--- src/rtl/bitwise_op_pkg.sv ---
// Shared definitions for the bitwise reduction pipeline.
//   op_e      : per-transaction operation code carried alongside the operands
//   CntWidth  : width of the output-transfer counter
package bitwise_op_pkg;

  typedef enum logic [1:0] {
    OP_AND  = 2'd0,
    OP_OR   = 2'd1,
    OP_XOR  = 2'd2,
    OP_NAND = 2'd3
  } op_e;

  localparam int unsigned CntWidth = 16;

endpackage

--- src/rtl/bitwise_pipe_stage.sv ---
// One valid/data register stage of the result pipeline. The parent decides when the stage
// loads; on load it captures the upstream valid bit and, for a valid beat, the result and
// its zero flag.
//   clk, reset         : clock, synchronous active-high reset
//   i_load             : stage captures upstream this edge
//   i_valid/i_data/i_zero : upstream beat
//   o_valid/o_data/o_zero : registered beat held by this stage
module bitwise_pipe_stage #(
  parameter int unsigned WIDTH = 2
) (
  input  logic             clk,
  input  logic             reset,
  input  logic             i_load,
  input  logic             i_valid,
  input  logic [WIDTH-1:0] i_data,
  input  logic             i_zero,
  output logic             o_valid,
  output logic [WIDTH-1:0] o_data,
  output logic             o_zero
);

  logic             r_valid = 1'b0;
  logic [WIDTH-1:0] r_data  = '0;
  logic             r_zero  = 1'b0;

  always_ff @(posedge clk) begin
    if (reset) begin
      r_valid <= 1'b0;
      r_data  <= '0;
      r_zero  <= 1'b0;
    end else if (i_load) begin
      r_valid <= i_valid;
      // Payload only moves with a valid beat; it is don't-care otherwise.
      if (i_valid) begin
        r_data <= i_data;
        r_zero <= i_zero;
      end
    end
  end

  assign o_valid = r_valid;
  assign o_data  = r_data;
  assign o_zero  = r_zero;

endmodule

--- src/rtl/bitwise_op_pipe.sv ---
// Valid/ready pipeline that reduces NUM_IN operands bitwise (AND/OR/XOR/NAND) to one result.
// Stage 1 registers the operands and op; the reduction feeds STAGES-1 result stages, the
// last of which drives the outputs directly from registers.
//   clk, reset            : clock, synchronous active-high reset
//   in_valid/in_ready     : input handshake
//   in_data               : NUM_IN operands, operand i at [i*WIDTH +: WIDTH]
//   in_op                 : 0 AND, 1 OR, 2 XOR, 3 NAND
//   out_valid/out_ready   : output handshake
//   out_data, out_zero    : result and its all-zeros flag
//   xfer_count            : saturating count of output transfers
module bitwise_op_pipe
  import bitwise_op_pkg::*;
#(
  parameter int unsigned WIDTH  = 2,
  parameter int unsigned NUM_IN = 2,
  parameter int unsigned STAGES = 2
) (
  input  logic                    clk,
  input  logic                    reset,
  input  logic                    in_valid,
  output logic                    in_ready,
  input  logic [NUM_IN*WIDTH-1:0] in_data,
  input  logic [1:0]              in_op,
  output logic                    out_valid,
  input  logic                    out_ready,
  output logic [WIDTH-1:0]        out_data,
  output logic                    out_zero,
  output logic [CntWidth-1:0]     xfer_count
);

  localparam int unsigned NumPipe = STAGES - 1;

  // Stage 1: operands and op captured together.
  logic                    r_s1_valid = 1'b0;
  logic [NUM_IN*WIDTH-1:0] r_s1_data  = '0;
  op_e                     r_s1_op    = OP_AND;
  logic [CntWidth-1:0]     r_xfer_count = '0;

  logic                            w_s1_load;
  logic [WIDTH-1:0]                w_and, w_or, w_xor, w_red;
  logic                            w_red_zero;
  logic [NumPipe-1:0]              w_load;
  logic [NumPipe-1:0]              w_in_v, w_pv, w_in_z, w_pz;
  logic [NumPipe-1:0][WIDTH-1:0]   w_in_d, w_pd;

  // A stage loads if it or any later stage is empty, or the output is being taken: the
  // recursive "empty or next loads" rule unrolled, so no signal feeds back on itself.
  always_comb begin
    logic acc;
    acc = out_ready;
    for (int j = int'(NumPipe) - 1; j >= 0; j--) begin
      acc       = acc | ~w_pv[j];
      w_load[j] = acc;
    end
  end

  assign w_s1_load = ~r_s1_valid | w_load[0];
  assign in_ready  = w_s1_load & ~reset;

  always_ff @(posedge clk) begin
    if (reset) begin
      r_s1_valid <= 1'b0;
      r_s1_data  <= '0;
      r_s1_op    <= OP_AND;
    end else if (w_s1_load) begin
      r_s1_valid <= in_valid;
      if (in_valid) begin
        r_s1_data <= in_data;
        r_s1_op   <= op_e'(in_op);
      end
    end
  end

  // Reduction of the registered operands.
  always_comb begin
    w_and = r_s1_data[WIDTH-1:0];
    w_or  = r_s1_data[WIDTH-1:0];
    w_xor = r_s1_data[WIDTH-1:0];
    for (int i = 1; i < int'(NUM_IN); i++) begin
      w_and = w_and & r_s1_data[i*WIDTH +: WIDTH];
      w_or  = w_or  | r_s1_data[i*WIDTH +: WIDTH];
      w_xor = w_xor ^ r_s1_data[i*WIDTH +: WIDTH];
    end
    case (r_s1_op)
      OP_AND:  w_red = w_and;
      OP_OR:   w_red = w_or;
      OP_XOR:  w_red = w_xor;
      OP_NAND: w_red = ~w_and;
      default: w_red = w_and;
    endcase
  end

  assign w_red_zero = (w_red == '0);

  // Chain the result stages: stage 0 takes the reduction, the rest take their predecessor.
  always_comb begin
    w_in_v[0] = r_s1_valid;
    w_in_d[0] = w_red;
    w_in_z[0] = w_red_zero;
    for (int j = 1; j < int'(NumPipe); j++) begin
      w_in_v[j] = w_pv[j-1];
      w_in_d[j] = w_pd[j-1];
      w_in_z[j] = w_pz[j-1];
    end
  end

  for (genvar j = 0; j < int'(NumPipe); j++) begin : g_stage
    bitwise_pipe_stage #(
      .WIDTH(WIDTH)
    ) u_stage (
      .clk     (clk),
      .reset   (reset),
      .i_load  (w_load[j]),
      .i_valid (w_in_v[j]),
      .i_data  (w_in_d[j]),
      .i_zero  (w_in_z[j]),
      .o_valid (w_pv[j]),
      .o_data  (w_pd[j]),
      .o_zero  (w_pz[j])
    );
  end

  assign out_valid = w_pv[NumPipe-1];
  assign out_data  = w_pd[NumPipe-1];
  assign out_zero  = w_pz[NumPipe-1];

  always_ff @(posedge clk) begin
    if (reset) begin
      r_xfer_count <= '0;
    end else if (out_valid && out_ready && (r_xfer_count != '1)) begin
      r_xfer_count <= r_xfer_count + CntWidth'(1);
    end
  end

  assign xfer_count = r_xfer_count;

endmodule
--- config.mk ---
export PLATFORM = sky130hd
export DESIGN_NAME = bitwise_op_pipe
export DESIGN_NICKNAME = d
export VERILOG_FILES = /design/src/rtl/bitwise_op_pkg.sv /design/src/rtl/bitwise_pipe_stage.sv /design/src/rtl/bitwise_op_pipe.sv
export SDC_FILE = /design/constraint.sdc
export NUM_CORES = 1
export LEC_CHECK = 0
export BUFFER_PORTS_ARGS = -buffer_cell sky130_fd_sc_hd__buf_2
export CAP_MARGIN = 20
export CORE_MARGIN = 10
export CORE_UTILIZATION = 55
export CTS_CLUSTER_SIZE = 20
export DETAILED_ROUTE_END_ITERATION = 12
export PLACE_DENSITY_LB_ADDON = 0.05
export SYNTH_ARGS = -nofsm -noshare
export SYNTH_HDL_FRONTEND = slang
export SYNTH_HIERARCHICAL = 1
export SYNTH_SLANG_ARGS = --single-unit
--- constraint.sdc ---
create_clock -name clk -period 4.58 [get_ports clk]
set_clock_uncertainty 0.05 [all_clocks]
set_input_delay 0.458 -clock clk [delete_from_list [all_inputs] [get_ports clk]]
set_output_delay 0.458 -clock clk [all_outputs]
set_load 0.005 [all_outputs]
==> results.py, run 1 <==
metrics = {
    "cts": {
        "cts_resized": 0,
        "clkSinkCount": 27,
        "cts_max_level": 1,
        "cts_inserted_buffers": 3,
        "clockBufferDepth": 2,
        "postCtsSetupBuffers": 0,
        "clock-root-buffer": "clkbuf_4",
        "cts-hold-fix-buffers": 0,
        "cts_tree": "built",
        "insertion_delay_ns": 0.32,
        "clkTransAtPathRegs_ns": 0.15,
    },
    "power_and_ir_drop": {
        "pwr_density_cell_mw_per_mm2": 238,
        "p_leak_uw": 0.000705,
        "worst_ir_drop_vdd_mv": 0.232,
    },
    "place": {
        "port_buffers": 30,
        "dp_hpwl_mm": 2.27,
        "dp_cells": 213,
        "place_congestion": 0.835,
    },
    "floorplanning": {
        "die_w_um": 70.9,
        "io_pins": 31,
        "coreArea_mm2": 0.00248,
        "die_area_mm2": 0.00503,
        "initial_core_util": 0.576,
        "fp.dieH_um": 70.9,
        "num_rows": 18,
    },
    "routing": {
        "dr.pass1.iters": 4,
        "drt_drc_violations_left": 0,
        "vias": 1234,
        "wl_per_cell_um": 14.1,
        "drt_wl_total_mm": 3.06,
        "ant_nets": 0,
        "drt_iter0_markers": 75,
        "vias_per_cell": 5.69,
    },
    "hold_path": {
        "hold_path_end": "r_s1_valid",
        "worstHoldPathType": "in2reg",
        "hold_path_startpoint": "in_valid",
        "hold_depth": 3,
    },
    "layout": {
        "area_growth_pct": 13.4,
        "final_cell_mix": "30 x buf_2, 27 x dfxtp_1, 21 x nor2_1",
        "ff_latch_area_um2": 541,
        "multi_input_area_um2": 842,
        "filler_cell_count": 242,
        "diodes": 0,
        "final_common_cell": "buf_2",
        "final-instance-count-excl-fill": 217,
        "fin_nets": 203,
        "drive_gt1_frac": 0.241,
    },
    "timing": {
        "rsz0062_at_grt": "no",
        "slew_violations": 0,
        "tightest_slew_ns": 0.610,
        "hold_violations": 0,
        "post-route-period-util": 0.427,
        "fin_crit_ns": 1.96,
        "slew_headroom": 0.593,
        "hold_ws_ns": 0.299,
        "max_freq_ghz": 0.511,
        "setup_violations": 0,
        "fin_tns_setup_ns": 0,
    },
    "flow_run": {
        "cap_viol_max_count": 0,
    },
    "worst_setup_path": {
        "ff2ff_setup_slack_ns": 2.62,
        "r2r_cells": 5,
        "worstPathArrival_ns": 2.14,
        "cp-end-kind": "flip-flop",
        "r2r-end": "xfer_count[10]",
        "worst-endpoint-required_ns": 4.77,
        "r2r_start": "xfer_count[0]",
        "worstSetupPathType": "reg2reg",
        "worst_setup_path_start_kind": "flip-flop",
        "cp_max_fo": 8,
    },
    "outcome": {
        "status": "finished, final reports clean",
    },
    "synthesis": {
        "synth.area.top_cells": "dfxtp_1 38%, mux2i_1 5.6%, nor2_1 5.5%",
        "synth_edf_count": 0,
        "ys_ff_latch": 27,
        "async_flop_share": 0,
        "syn_avg_cell_area_um2": 9.04,
        "synth_top_area_frac": 0.379,
        "seq_area_frac_synth": 0.379,
        "synth_top_cell_by_area": "dfxtp_1",
        "synth_warnings": 6,
        "synth_fp_nets": 173,
        "synth_ff_type": "dfxtp_1",
        "netlist_area_mm2": 0.00143,
        "netlist-cell-type-count": 40,
        "syn-instance-count": 158,
    },
    "global_route": {
        "grt_antenna_before_repair": 0,
        "grt_first_pass_wirelength_mm": 5.38,
        "grtUsageTotal": 0.122,
        "overflow": 0,
        "grt_max_degree": 36,
        "grt_pass1_vias": 1248,
    },
}
==> kinds of logic (layout without fill, tap and decap cells) <==
| logic type | after synthesis | in the layout | share of synthesized area |
|---|---|---|---|
| compound gates | 30 | 30 | 0.142 |
| fa+ha+maj | 5 | 5 | 0.0438 |
| buf+inv | 10 | 39 | 0.0315 |
| flops | 27 | 27 | 0.379 |
| mux | 16 | 16 | 0.119 |
| simple gates | 70 | 70 | 0.285 |
==> how the worst max path moves through the flow <==
| stage | from | to | slack (ns) |
|---|---|---|---|
| final | xfer_count[0] | xfer_count[10] | 2.62 |
| after global routing | xfer_count[13] | xfer_count[0] | 2.48 |
| after CTS | xfer_count[0] | xfer_count[10] | 2.64 |
| after detailed placement | out_ready | xfer_count[13] | 2.60 |
| after global placement | out_ready | xfer_count[13] | 2.66 |
| after floorplan | out_ready | xfer_count[13] | 2.85 |
==> power breakdown <==
group / switching [uW] / internal [uW] / total [uW]
Clock: 71.5 / 33.3 / 105
Combinational: 17.9 / 16.7 / 34.6
Sequential: 5.81 / 241 / 247
==> registers in the layout (all words and copies together) (netlist names) <==
register,flops
r_s1_valid,1
r_s1_op,2
r_s1_data,4
g_stage.u_stage/o_data,2
g_stage.u_stage/o_zero,1
g_stage.u_stage/o_valid,1
xfer_count,16
==> critical path, cell delays in order (launching register included) <==
cell	delay [ns]
dfxtp_1	0.41
ha_1	0.22
nand3_2	0.15
nor3_2	0.41
nor3b_1	0.27
mux2_2	0.35
==> final cells by class <==
type,count,share of cell area
tap,30,0.0232
timing repair buffer,30,0.0927
clock inverter,1,0.00464
sequential,27,0.334
inverter,5,0.0116
multi-input combinational,121,0.520
clock buffer,3,0.0139
==> cells in the mapped netlist (3+ instances only) <==
library cell	number
a211oi_1	4
a21bo_1	3
a21oi_1	14
and4_1	3
clkbuf_1	3
dfxtp_1	27
ha_1	5
inv_1	5
mux2_2	6
mux2i_1	8
nand2_1	3
nand2b_1	4
nand3_1	8
nand4_1	3
nor2_1	21
nor2b_1	9
nor3_1	5
==> per-layer routing <==
| metal | vias up | track usage | wire length (um) |
|---|---|---|---|
| met1 | 573 | 0.152 | 1480 |
| met3 | 2 | 0.0335 | 147 |
| met4 | 0 | 0.0387 | 13 |
| met2 | 17 | 0.198 | 1410 |
| met5 | - | 0 | 0 |
| li1 | 642 | - | - |
==> metrics by stage <==
stage | cell area, um^2 | total power, uW | util | worst slack, ns
6_report | 1620 | 386 | 0.654 | 2.62
5_1_grt | 1620 | 409 | 0.654 | 2.48
4_1_cts | 1620 | 390 | 0.654 | 2.64
3_5_place_dp | 1590 | 286 | 0.641 | 2.60
3_3_place_gp | 1590 | 284 | 0.641 | 2.66
2_1_floorplan | 1430 | 275 | - | 2.85
No activity file was read; power rests on OpenSTA's default activity.
==> run 2, diff against run 1 <==
--- a/config.mk
+++ b/config.mk
@@ -8,7 +8,7 @@
 export BUFFER_PORTS_ARGS = -buffer_cell sky130_fd_sc_hd__buf_2
 export CAP_MARGIN = 20
 export CORE_MARGIN = 10
-export CORE_UTILIZATION = 55
+export CORE_UTILIZATION = 53
 export CTS_CLUSTER_SIZE = 20
 export DETAILED_ROUTE_END_ITERATION = 12
 export PLACE_DENSITY_LB_ADDON = 0.05
==> constraint.sdc (replaced) <==
create_clock -name clk -period 2 [get_ports clk]
set_clock_uncertainty 0.05 [all_clocks]
set_input_delay 0.2 -clock clk [delete_from_list [all_inputs] [get_ports clk]]
set_output_delay 0.2 -clock clk [all_outputs]
set_load 0.005 [all_outputs]
==> results.py, run 2 (same netlist as run 1, synthesis figures left out) <==
metrics = {
    "layout": {
        "fin_nets": 209,
        "final_common_cell": "buf_2",
        "final_cell_mix": "30 x buf_2, 27 x dfxtp_1, 21 x nor2_1",
        "drive_gt1_frac": 0.264,
        "largest_reg_flops": 16,
        "final_util": 0.659,
        "area_growth_pct": 16.4,
        "diodes": 0,
        "final-instance-count-excl-fill": 223,
        "filler_cell_count": 228,
    },
    "worst_setup_path": {
        "worstPathArrival_ns": 2.04,
        "cp_max_fo": 9,
        "worst-endpoint-required_ns": 2.18,
        "worst_setup_path_start_kind": "flip-flop",
        "cp-end-kind": "flip-flop",
        "ff2ff_setup_slack_ns": 0.14,
        "worstSetupPathType": "reg2reg",
    },
    "cts": {
        "postCtsSetupBuffers": 0,
        "clockBufferDepth": 2,
        "clkSinkCount": 27,
        "cts-hold-fix-buffers": 0,
        "insertion_delay_ns": 0.32,
        "cts_resized": 0,
        "clkTransAtPathRegs_ns": 0.15,
        "cts_tree": "built",
        "cts_inserted_buffers": 3,
        "clock-root-buffer": "clkbuf_4",
        "cts_max_level": 1,
    },
    "routing": {
        "drt_wl_total_mm": 3.27,
        "ant_nets": 0,
        "vias": 1299,
        "wl_per_cell_um": 14.6,
        "vias_per_cell": 5.83,
        "drt_iter0_markers": 105,
        "dr.pass1.iters": 5,
        "drt_drc_violations_left": 0,
    },
    "power_and_ir_drop": {
        "p_leak_uw": 0.000737,
        "pwr_density_cell_mw_per_mm2": 532,
        "worst_ir_drop_vdd_mv": 0.418,
        "finalPower_uw": 884,
    },
    "timing": {
        "setup_violations": 0,
        "slew_headroom": 0.602,
        "tightest_slew_ns": 0.596,
        "max_freq_ghz": 0.537,
        "fin_tns_setup_ns": 0,
        "slew_violations": 0,
        "fin_crit_ns": 1.86,
        "post-route-period-util": 0.931,
        "hold_violations": 0,
        "hold_ws_ns": 0.0399,
        "rsz0062_at_grt": "no",
    },
    "place": {
        "port_buffers": 30,
        "dp_cells": 219,
        "place_congestion": 0.753,
        "dp_hpwl_mm": 2.51,
    },
    "global_route": {
        "grt_pass1_vias": 1238,
        "grt_antenna_before_repair": 0,
        "grt_max_degree": 36,
        "grt_first_pass_wirelength_mm": 5.73,
        "overflow": 0,
        "grtUsageTotal": 0.131,
    },
    "floorplanning": {
        "fp.dieH_um": 71.9,
        "io_pins": 31,
        "die_w_um": 71.9,
        "die_area_mm2": 0.00517,
        "initial_core_util": 0.566,
        "coreArea_mm2": 0.00252,
        "num_rows": 18,
    },
    "flow_run": {
        "cap_viol_max_count": 0,
    },
    "hold_path": {
        "worstHoldPathType": "in2reg",
    },
    "outcome": {
        "status": "finished, final reports clean",
    },
}
[run 2: changes by cell type in the layout (fill, tap and decap cells not counted), sizes merged]
cell	before	now
clkinv	0	1
clkinvlp	1	0
buf	30	36
[run 2: per-layer routing]
layer | track usage | wire (um) | vias up
li1 | - | - | 654
met1 | 0.168 | 1540 | 614
met2 | 0.205 | 1520 | 26
met3 | 0.0354 | 163 | 5
met4 | 0.0430 | 36 | 0
met5 | 0 | 0 | -
[run 2: final cells by class]
| type | instances | area, um^2 | area share |
|---|---|---|---|
| flip-flops and latches | 27 | 541 | 0.325 |
| multi-input cells | 121 | 842 | 0.507 |
| clock inverters | 1 | 5.00 | 0.00301 |
| repair buffers | 36 | 195 | 0.117 |
| clock buffers | 3 | 22.5 | 0.0136 |
| well taps | 30 | 37.5 | 0.0226 |
| inverters | 5 | 18.8 | 0.0113 |
[run 2: worst paths after layout]
kind | start | end | cells after the start
setup reg to reg | xfer_count[4] | xfer_count[13] | 4
setup / recovery | xfer_count[4] | xfer_count[13] | 4
hold reg to reg | xfer_count[15] | xfer_count[15] | 1
hold / removal | in_valid | r_s1_valid | 3
[run 2: power breakdown]
| group | switching (uW) | internal [uW] |
|---|---|---|
| clock | 164 | 75.1 |
| sequential | 12.3 | 551 |
| combinational | 42.1 | 39.5 |
| total | 218 | 666 |
[run 2: stage by stage]
stage	cell area (um^2)	worst slack, ns
after floorplan	1430	0.277
after global placement	1630	0.268
after detailed placement	1630	0.193
after CTS	1660	0.166
after global routing	1660	0.0170
final	1660	0.138
[run 2: worst max-delay path, stage by stage, from the launching register on]
cell and delay [ns]:
dfxtp_1 0.48, and3_1 0.25, nand4_2 0.22, nor4b_1 0.40
mux2_2 0.37
==> run 3, diff against run 2 <==
==> constraint.sdc (replaced) <==
create_clock -name clk -period 2 [get_ports clk]
set_clock_uncertainty 0.05 [all_clocks]
set_input_delay 0.4 -clock clk [delete_from_list [all_inputs] [get_ports clk]]
set_output_delay 0.4 -clock clk [all_outputs]
set_load 0.005 [all_outputs]
==> results.py, run 3 (same netlist as run 1, synthesis figures left out) <==
metrics = {
    "hold_path": {
        "hold_path_end": "r_s1_data[1]",
        "hold_path_startpoint": "in_data[1]",
        "hold_depth": 3,
        "worstHoldPathType": "in2reg",
    },
    "routing": {
        "drt_wl_total_mm": 3.25,
        "ant_nets": 0,
        "route.met3.wl_um": 183,
        "wl_per_cell_um": 14.4,
        "vias": 1298,
        "wl_met2_mm": 1.49,
        "vias_per_cell": 5.74,
        "drt-met1-wl_mm": 1.56,
        "highest_layer": "met4",
        "dr.pass1.iters": 4,
        "drt_iter0_markers": 82,
        "drt_drc_violations_left": 0,
    },
    "cts": {
        "postCtsSetupBuffers": 0,
        "clockBufferDepth": 2,
        "insertion_delay_ns": 0.32,
        "clkTransAtPathRegs_ns": 0.15,
        "clock-root-buffer": "clkbuf_4",
        "cts_resized": 0,
        "cts_tree": "built",
        "cts-hold-fix-buffers": 0,
        "cts_inserted_buffers": 3,
        "clkSinkCount": 27,
        "cts_max_level": 1,
    },
    "worst_setup_path": {
        "worstPathArrival_ns": 2.03,
        "cp-startpoint": "g_stage[0].u_stage/o_valid",
        "worst-endpoint-required_ns": 2.18,
        "slowest_stage": "dfxtp_1",
        "r2r_start": "g_stage[0].u_stage/o_valid",
        "worst_setup_path_start_kind": "flip-flop",
        "ff2ff_setup_slack_ns": 0.15,
        "cp_top_family": "simple AND/OR/NAND/NOR gates",
        "cp-end-kind": "flip-flop",
        "crit_chain": "and4_1 > nand4_2 > nor4b_1 > mux2_2",
        "r2r-end": "xfer_count[13]",
        "worstSetupPathType": "reg2reg",
        "crit_buf_inv": 0,
        "r2r_cells": 4,
        "slowest_delay_ns": 0.45,
        "cp_max_fo": 7,
    },
    "power_and_ir_drop": {
        "pwr_density_cell_mw_per_mm2": 526,
        "pwr-share-comb": 0.094,
        "p_leak_uw": 0.000751,
        "intPower_uw": 667,
        "worst_ir_drop_vdd_mv": 0.515,
        "power_frac_seq": 0.638,
        "switchingPower_uw": 218,
        "swShare": 0.246,
        "pwr-share-clk": 0.268,
    },
    "floorplanning": {
        "coreArea_mm2": 0.00252,
        "initial_core_util": 0.566,
        "die_area_mm2": 0.00517,
        "num_rows": 18,
        "fp.dieH_um": 71.9,
        "die_w_um": 71.9,
        "io_pins": 31,
    },
    "layout": {
        "drive_gt1_frac": 0.276,
        "largest_reg_flops": 16,
        "fin_nets": 212,
        "area_growth_pct": 18.0,
        "final_common_cell": "buf_2",
        "final_cell_mix": "30 x buf_2, 27 x dfxtp_1, 21 x nor2_1",
        "filler_cell_count": 220,
        "final-instance-count-excl-fill": 226,
        "diodes": 0,
    },
    "place": {
        "dp_cells": 222,
        "dp_hpwl_mm": 2.54,
        "place_congestion": 0.830,
        "port_buffers": 30,
    },
    "timing": {
        "max_freq_ghz": 0.541,
        "slew_violations": 0,
        "slew_headroom": 0.661,
        "fin_tns_setup_ns": 0,
        "post-route-period-util": 0.924,
        "tightest_slew_ns": 0.504,
        "hold_violations": 0,
        "rsz0062_at_grt": "no",
        "setup_violations": 0,
        "hold_ws_ns": 0.245,
        "fin_crit_ns": 1.85,
    },
    "global_route": {
        "overflow": 0,
        "grtUsageTotal": 0.127,
        "grt_max_degree": 16,
        "grt_first_pass_wirelength_mm": 5.62,
        "grt_pass1_vias": 1295,
        "grt_antenna_before_repair": 0,
    },
    "outcome": {
        "status": "finished, final reports clean",
    },
    "flow_run": {
        "cap_viol_max_count": 0,
    },
}
run 3: cell types whose count changed in the layout (fill, tap and decap cells not counted):
cell / previous run / this run
buf_4: 6 / 9
run 3: final cells by class:
type                    count  area, um^2  share of cell area
inverters                   5        18.8              0.0111
flip-flops and latches     27         541               0.321
clock inverters             1        5.00             0.00297
multi-input cells         121         842               0.500
clock buffers               3        22.5              0.0134
well taps                  30        37.5              0.0223
repair buffers             39         218               0.129
run 3: metal layers:
metal,track usage,vias to the layer above
li1,-,656
met1,0.161,605
met2,0.209,33
met3,0.0299,4
met4,0.0344,0
met5,0,-
run 3: worst reg2reg max path, stage by stage (launching register included):
cell and delay, ns:
dfxtp_1 0.45, and4_1 0.29, nand4_2 0.19, nor4b_1 0.40
mux2_2 0.37
run 3: worst max path at each step:
stage | endpoint | depth (start not counted)
final | xfer_count[13] | 4
after CTS | xfer_count[13] | 4
after global routing | xfer_count[13] | 4
after floorplan | xfer_count[2] | 5
after global placement | xfer_count[13] | 5
after detailed placement | xfer_count[13] | 5
run 3: stage by stage:
stage	power (uW)	worst slack (ns)	utilization	area (um^2)
after floorplan	629	0.277	-	1430
after global placement	654	0.172	0.657	1660
after detailed placement	660	0.109	0.657	1660
after CTS	895	0.168	0.668	1680
after global routing	923	0.0157	0.668	1680
final	885	0.152	0.668	1680
run 3: power groups by stage:
stage                     logic (uW)  registers, uW  clock network, uW
after floorplan                 54.8            574                  0
after global placement          79.2            575                  0
after detailed placement        83.6            576                  0
after CTS                       84.3            565                247
after global routing            94.9            567                261
final                           83.0            565                237
